## src/rtl/uart_rx_ctrl.sv

```systemverilog
// uart_rx_ctrl: receive-side buffer between uart_rx and the APB register block.
//
// Bytes pulsed in from uart_rx are stored in a first-word-fall-through FIFO
// drained over valid/ready. Also provides receive gating, a sticky overrun
// flag, a fill-level interrupt and an optional character-timeout interrupt.
//
// Optional feature macro: UART_RX_CTRL_TIMEOUT_EN builds the timeout FSM;
// when undefined timeout_irq_o is tied low and timeout_bits_i is ignored.
//
// Ports:
//   clk_i, rst_i              clock, synchronous active-high reset
//   rx_en_i                   receive enable (bytes discarded when 0)
//   flush_i                   one-cycle FIFO clear, wins over push/pop
//   rx_data_i, rx_valid_i     byte + one-cycle strobe from uart_rx
//   data_o, valid_o, ready_i  FIFO head, non-empty, consumer pop
//   count_o                   fill level 0..FifoDepth
//   threshold_i, thresh_irq_o fill interrupt (threshold 0 disables)
//   overrun_o, overrun_clr_i  sticky drop flag and its clear
//   timeout_bits_i            char timeout in bit periods (0 disables)
//   timeout_irq_o             char timeout interrupt
module uart_rx_ctrl #(
    parameter int  FifoDepth = 16,
    parameter int  BitTicks  = 8,
    localparam int CntW      = $clog2(FifoDepth) + 1
) (
    input  logic            clk_i,
    input  logic            rst_i,
    input  logic            rx_en_i,
    input  logic            flush_i,
    input  logic [7:0]      rx_data_i,
    input  logic            rx_valid_i,
    output logic [7:0]      data_o,
    output logic            valid_o,
    input  logic            ready_i,
    output logic [CntW-1:0] count_o,
    input  logic [CntW-1:0] threshold_i,
    output logic            thresh_irq_o,
    output logic            overrun_o,
    input  logic            overrun_clr_i,
    input  logic [7:0]      timeout_bits_i,
    output logic            timeout_irq_o
);
    localparam int PtrW = $clog2(FifoDepth);

    logic [7:0]      mem_q [FifoDepth];
    logic [PtrW-1:0] wr_ptr_q, rd_ptr_q;
    logic [CntW-1:0] count_q, count_d;
    logic            overrun_q;
    logic            full, pop, push_req, push, drop;

    assign valid_o  = (count_q != '0);
    assign full     = (count_q == CntW'(FifoDepth));
    assign pop      = valid_o && ready_i;
    assign push_req = rx_valid_i && rx_en_i;
    // A pop in the same cycle frees the slot, so a full FIFO can still accept.
    assign push     = push_req && (!full || pop);
    assign drop     = push_req && full && !pop;

    always_comb begin
        count_d = count_q;
        if (flush_i)
            count_d = '0;
        else if (push && !pop)
            count_d = count_q + 1'b1;
        else if (pop && !push)
            count_d = count_q - 1'b1;
    end

    always_ff @(posedge clk_i) begin
        if (rst_i) begin
            wr_ptr_q  <= '0;
            rd_ptr_q  <= '0;
            count_q   <= '0;
            overrun_q <= 1'b0;
        end else begin
            if (flush_i) begin
                wr_ptr_q <= '0;
                rd_ptr_q <= '0;
            end else begin
                // Power-of-two depth: pointers wrap naturally.
                if (push) wr_ptr_q <= wr_ptr_q + 1'b1;
                if (pop)  rd_ptr_q <= rd_ptr_q + 1'b1;
            end
            count_q <= count_d;
            // Set beats clear when both happen together.
            if (drop)
                overrun_q <= 1'b1;
            else if (overrun_clr_i)
                overrun_q <= 1'b0;
        end
    end

    // Storage is not reset; contents are only visible while valid_o is high.
    always_ff @(posedge clk_i) begin
        if (push && !flush_i)
            mem_q[wr_ptr_q] <= rx_data_i;
    end

    assign data_o       = valid_o ? mem_q[rd_ptr_q] : 8'h00;
    assign count_o      = count_q;
    assign overrun_o    = overrun_q;
    assign thresh_irq_o = (threshold_i != '0) && (count_q >= threshold_i);

`ifdef UART_RX_CTRL_TIMEOUT_EN
    localparam int TickW = (BitTicks > 1) ? $clog2(BitTicks) : 1;

    typedef enum logic [1:0] {
        ST_IDLE,
        ST_WAIT,
        ST_TIMEOUT
    } to_state_e;

    to_state_e        state_q, state_d;
    logic [TickW-1:0] tick_q, tick_d;
    logic [7:0]       bit_q, bit_d;
    logic [8:0]       bit_inc;

    assign bit_inc = {1'b0, bit_q} + 9'd1;

    always_ff @(posedge clk_i) begin
        if (rst_i) begin
            state_q <= ST_IDLE;
            tick_q  <= '0;
            bit_q   <= '0;
        end else begin
            state_q <= state_d;
            tick_q  <= tick_d;
            bit_q   <= bit_d;
        end
    end

    always_comb begin
        state_d = state_q;
        tick_d  = tick_q;
        bit_d   = bit_q;
        if (flush_i || count_d == '0) begin
            state_d = ST_IDLE;
            tick_d  = '0;
            bit_d   = '0;
        end else if (push || pop) begin
            state_d = ST_WAIT;
            tick_d  = '0;
            bit_d   = '0;
        end else begin
            case (state_q)
                ST_IDLE: begin
                    state_d = ST_WAIT;
                    tick_d  = '0;
                    bit_d   = '0;
                end
                ST_WAIT: begin
                    if (tick_q == TickW'(BitTicks - 1)) begin
                        tick_d = '0;
                        // Saturate so a disabled timeout never wraps around.
                        bit_d  = bit_inc[8] ? 8'hFF : bit_inc[7:0];
                        // Compare only on increment with >=, so lowering the
                        // limit below the current count fires at the next bit
                        // instead of retroactively.
                        if (timeout_bits_i != 8'd0 && bit_inc >= {1'b0, timeout_bits_i})
                            state_d = ST_TIMEOUT;
                    end else begin
                        tick_d = tick_q + 1'b1;
                    end
                end
                ST_TIMEOUT: state_d = ST_TIMEOUT;
                default:    state_d = ST_IDLE;
            endcase
        end
    end

    assign timeout_irq_o = (state_q == ST_TIMEOUT);
`else
    logic unused_timeout_bits;
    assign unused_timeout_bits = ^timeout_bits_i;
    assign timeout_irq_o       = 1'b0;
`endif

endmodule

```

## config.mk

```make
export PLATFORM = sky130hd
export DESIGN_NAME = uart_rx_ctrl
export DESIGN_NICKNAME = d
export VERILOG_FILES = /design/src/rtl/uart_rx_ctrl.sv
export SDC_FILE = /design/constraint.sdc
export NUM_CORES = 1
export LEC_CHECK = 0
export BUFFER_PORTS_ARGS = -buffer_cell sky130_fd_sc_hd__buf_4
export CAP_MARGIN = 10
export CORE_MARGIN = 3
export CORE_UTILIZATION = 54
export CTS_CLUSTER_DIAMETER = 80
export DETAILED_ROUTE_END_ITERATION = 8
export PLACE_DENSITY = 0.87
export RECOVER_POWER = 50
export SLEW_MARGIN = 10
export SYNTH_ARGS = -nofsm -noshare
export SYNTH_HDL_FRONTEND = slang
export SYNTH_SLANG_ARGS = --single-unit
```

## constraint.sdc

```tcl
create_clock -name clk_i -period 2.4 [get_ports clk_i]
set_input_delay 0 -clock clk_i [delete_from_list [all_inputs] [get_ports clk_i]]
set_output_delay 0 -clock clk_i [all_outputs]
set_load 0.03 [all_outputs]
```

==> flow_summary.ini <==
[run_status]
status = completed

[timing]
min_period_over_period_pct = 97.5
maxSlewViolCount = 0
slew_headroom_pct = 55.4
rsz0062_at_grt = yes
hold_viol = 0
tightest_slew_ns = 0.669
tns_ns = 0
fin_ws_ns = 0.0589
setup_viol = 0
hold_ws_ns = 0.0438
timing.fmax_ghz = 0.427
period_minus_slack_ns = 2.34
finalClockSkew_ns = 0.00699

[cells_and_area]
final_cell_mix = 128 x edfxtp_1, 50 x buf_4, 28 x nor2_1
area_growth_pct = 20.3
fill_cells = 716
diodes = 0
fin_area_mm2 = 0.00734
finalNetCount = 461
layout_commonest_cell = edfxtp_1
drive_above_1_share_pct = 28.9

[critical_path]
ff2ff_path_depth = 9
crit_path_end_kind = flip-flop
crit_required_ns = 2.70
worstReg2RegEnd = count_o[3]
r2r-start = count_o[2]
worst-endpoint-arrival_ns = 2.64
critPathLaunchType = flip-flop
path_class = reg -> reg
regToRegSetupSlack_ns = 0.06
crit_fanout = 5

[clock_network]
clock_latency_ns = 0.41
cts_tree = done
clock_sinks = 146
clkSlewWorstSetupHoldPaths_ns = 0.05
cts_max_level = 4
cts_buffers = 17
ctsRootBufferMaster = clkbuf_16
cts_buffer_depth = 2

[floorplan]
die_w_um = 112
start_util_pct = 55.8
ioPinCount = 45
core_mm2 = 0.0109
die_area_mm2 = 0.0126
rows = 38
die_h_um = 112

[placed_design]
dp_hpwl_um = 7570
place_ws_ns = -0.00746
post_dp_cell_area_mm2 = 0.00671
routabilityCongestion = 0.781
portBuffers = 35

[yosys]
ys_ff_latch = 146
synthCells = 342
ys.warnings.count = 0
async_flop_share_pct = 0
ys_seq_area_share_pct = 68.9
syn_nets = 385
netlist_area_mm2 = 0.00610
synth_top_flop_cell = edfxtp_1
ys_types = 45
synth_edf_count = 128
syn_avg_cell_area_um2 = 17.8

[min_path]
min-delay-start = ready_i
min_path_cells = 4
hold_class = in -> reg

[route]
drtIter0Drc = 290
ant_nets = 0
routed_via_density = 5.81
routed_wl_um = 12000
post_drt_wl_per_cell_um = 21.1
drc = 0
drtPass1Iterations = 4
num_vias = 3305

[pwr]
power.total_mw = 5.80
p_per_area_mw_per_mm2 = 790
p_leak_nw = 2.47
peakVddDrop_v = 0.000460

[grt]
grt_max_degree = 21
overflow = 0
grt_pass1_vias = 3526
grt_antenna_before_repair = 0
grt_pass1_wl_um = 19100
grt_usage_pct = 20.7

[flow_run]
cap_violations = 0
-- final cells by class --
cell class | instances | area, µm² | area share, %
repair buffers | 76 | 581 | 7.91
clock buffers | 19 | 433 | 5.90
well taps | 140 | 175 | 2.39
flip-flops and latches | 146 | 4220 | 57.4
multi-input cells | 167 | 1820 | 24.8
inverters | 10 | 42.5 | 0.580
clock inverters | 11 | 72.6 | 0.989
-- Yosys cell counts, types with 2 or more instances --
cell / count / area (µm²)
xnor2_1: 3 / 26.3
nor3_1: 4 / 20.0
a211o_1: 2 / 17.5
buf_1: 2 / 7.51
nand3_1: 3 / 15.0
nor2b_1: 9 / 56.3
ha_1: 14 / 175
a211oi_1: 18 / 135
edfxtp_1: 128 / 3840
dfxtp_1: 18 / 360
inv_1: 10 / 37.5
a21oi_1: 6 / 30.0
mux4_1: 9 / 236
xor2_1: 4 / 35.0
clkbuf_1: 5 / 18.8
buf_4: 4 / 30.0
nor2_1: 28 / 105
mux2i_1: 11 / 110
mux4_2: 23 / 518
nand2_1: 6 / 22.5
buf_6: 2 / 22.5
buf_2: 5 / 25.0
nand2b_1: 4 / 25.0
o211ai_1: 3 / 22.5
-- how the worst max path moves through the flow --
| stage | from | endpoint | slack, ns | cells past startpoint |
|---|---|---|---|---|
| 2_1_floorplan | count_o[2] | count_o[3] | -0.03 | 9 |
| 3_3_place_gp | count_o[2] | count_o[4] | 0.05 | 9 |
| 3_5_place_dp | count_o[2] | count_o[3] | -0.007 | 9 |
| 4_1_cts | count_o[2] | count_o[3] | 0.02 | 9 |
| 5_1_grt | count_o[2] | count_o[4] | -0.06 | 9 |
| 6_report | count_o[2] | count_o[3] | 0.06 | 9 |
-- critical path, cell delays in order (launching register included) --
cell and delay, ns:
dfxtp_4 0.34, or4_4 0.56, o21ai_4 0.18, ha_4 0.18, inv_6 0.05, ha_4 0.25, a21o_1 0.11, a21oi_2 0.06
and4b_1 0.17, a311o_1 0.31
-- metal layers --
layer | vias up | track usage, % | routed length [µm]
met3 | 23 | 4.96 | 599
met2 | 100 | 34.7 | 6250
met1 | 1665 | 25.2 | 4820
met5 | - | 0 | 0
li1 | 1517 | - | -
met4 | 0 | 10.9 | 314
-- logic make-up (layout without fill, tap and decap cells) --
group                      Yosys count  after routing  share of synthesized area [%]
AOI/OAI and AO/OA                   37             37                           4.68
xor gates and xnor gates             7              7                           1.01
adders and majority gates           15             15                           3.20
buffers and inverters               29            116                           2.65
DFF                                146            146                           68.9
muxes                               43             43                           14.2
other                                1              1                         0.0615
and+or+nand+nor                     64             64                           5.31
-- what timing repair did --
item / CTS / global route
hold buffers: 10 / 0
pin swaps: 0 / 1
cloned: 1 / 0
endpoints found under the hold margin: 129 / 0
gates resized for setup: 3 / 4
setup endpoints to repair: 2 / 6
setup buffers: 0 / 2
-- metrics by stage --
stage,util (%),cells
3_5_place_dp,61.4,526
6_report,67.1,569
2_1_floorplan,-,342
3_3_place_gp,61.4,526
5_1_grt,67.1,569
4_1_cts,67.3,567
-- power breakdown --
part           switching [mW]  internal (mW)  total (mW)
sequential             0.0102           2.78        2.79
combinational           0.432          0.304       0.736
clock                   0.888           1.38        2.27
-- state kept, by name, indices dropped and copies added (netlist names), named ones only --
register	cells
count_o	5
mem_q	128
overrun_o	1
rd_ptr_q	4
wr_ptr_q	4
Note: power is estimated with default switching activity, not from simulation.
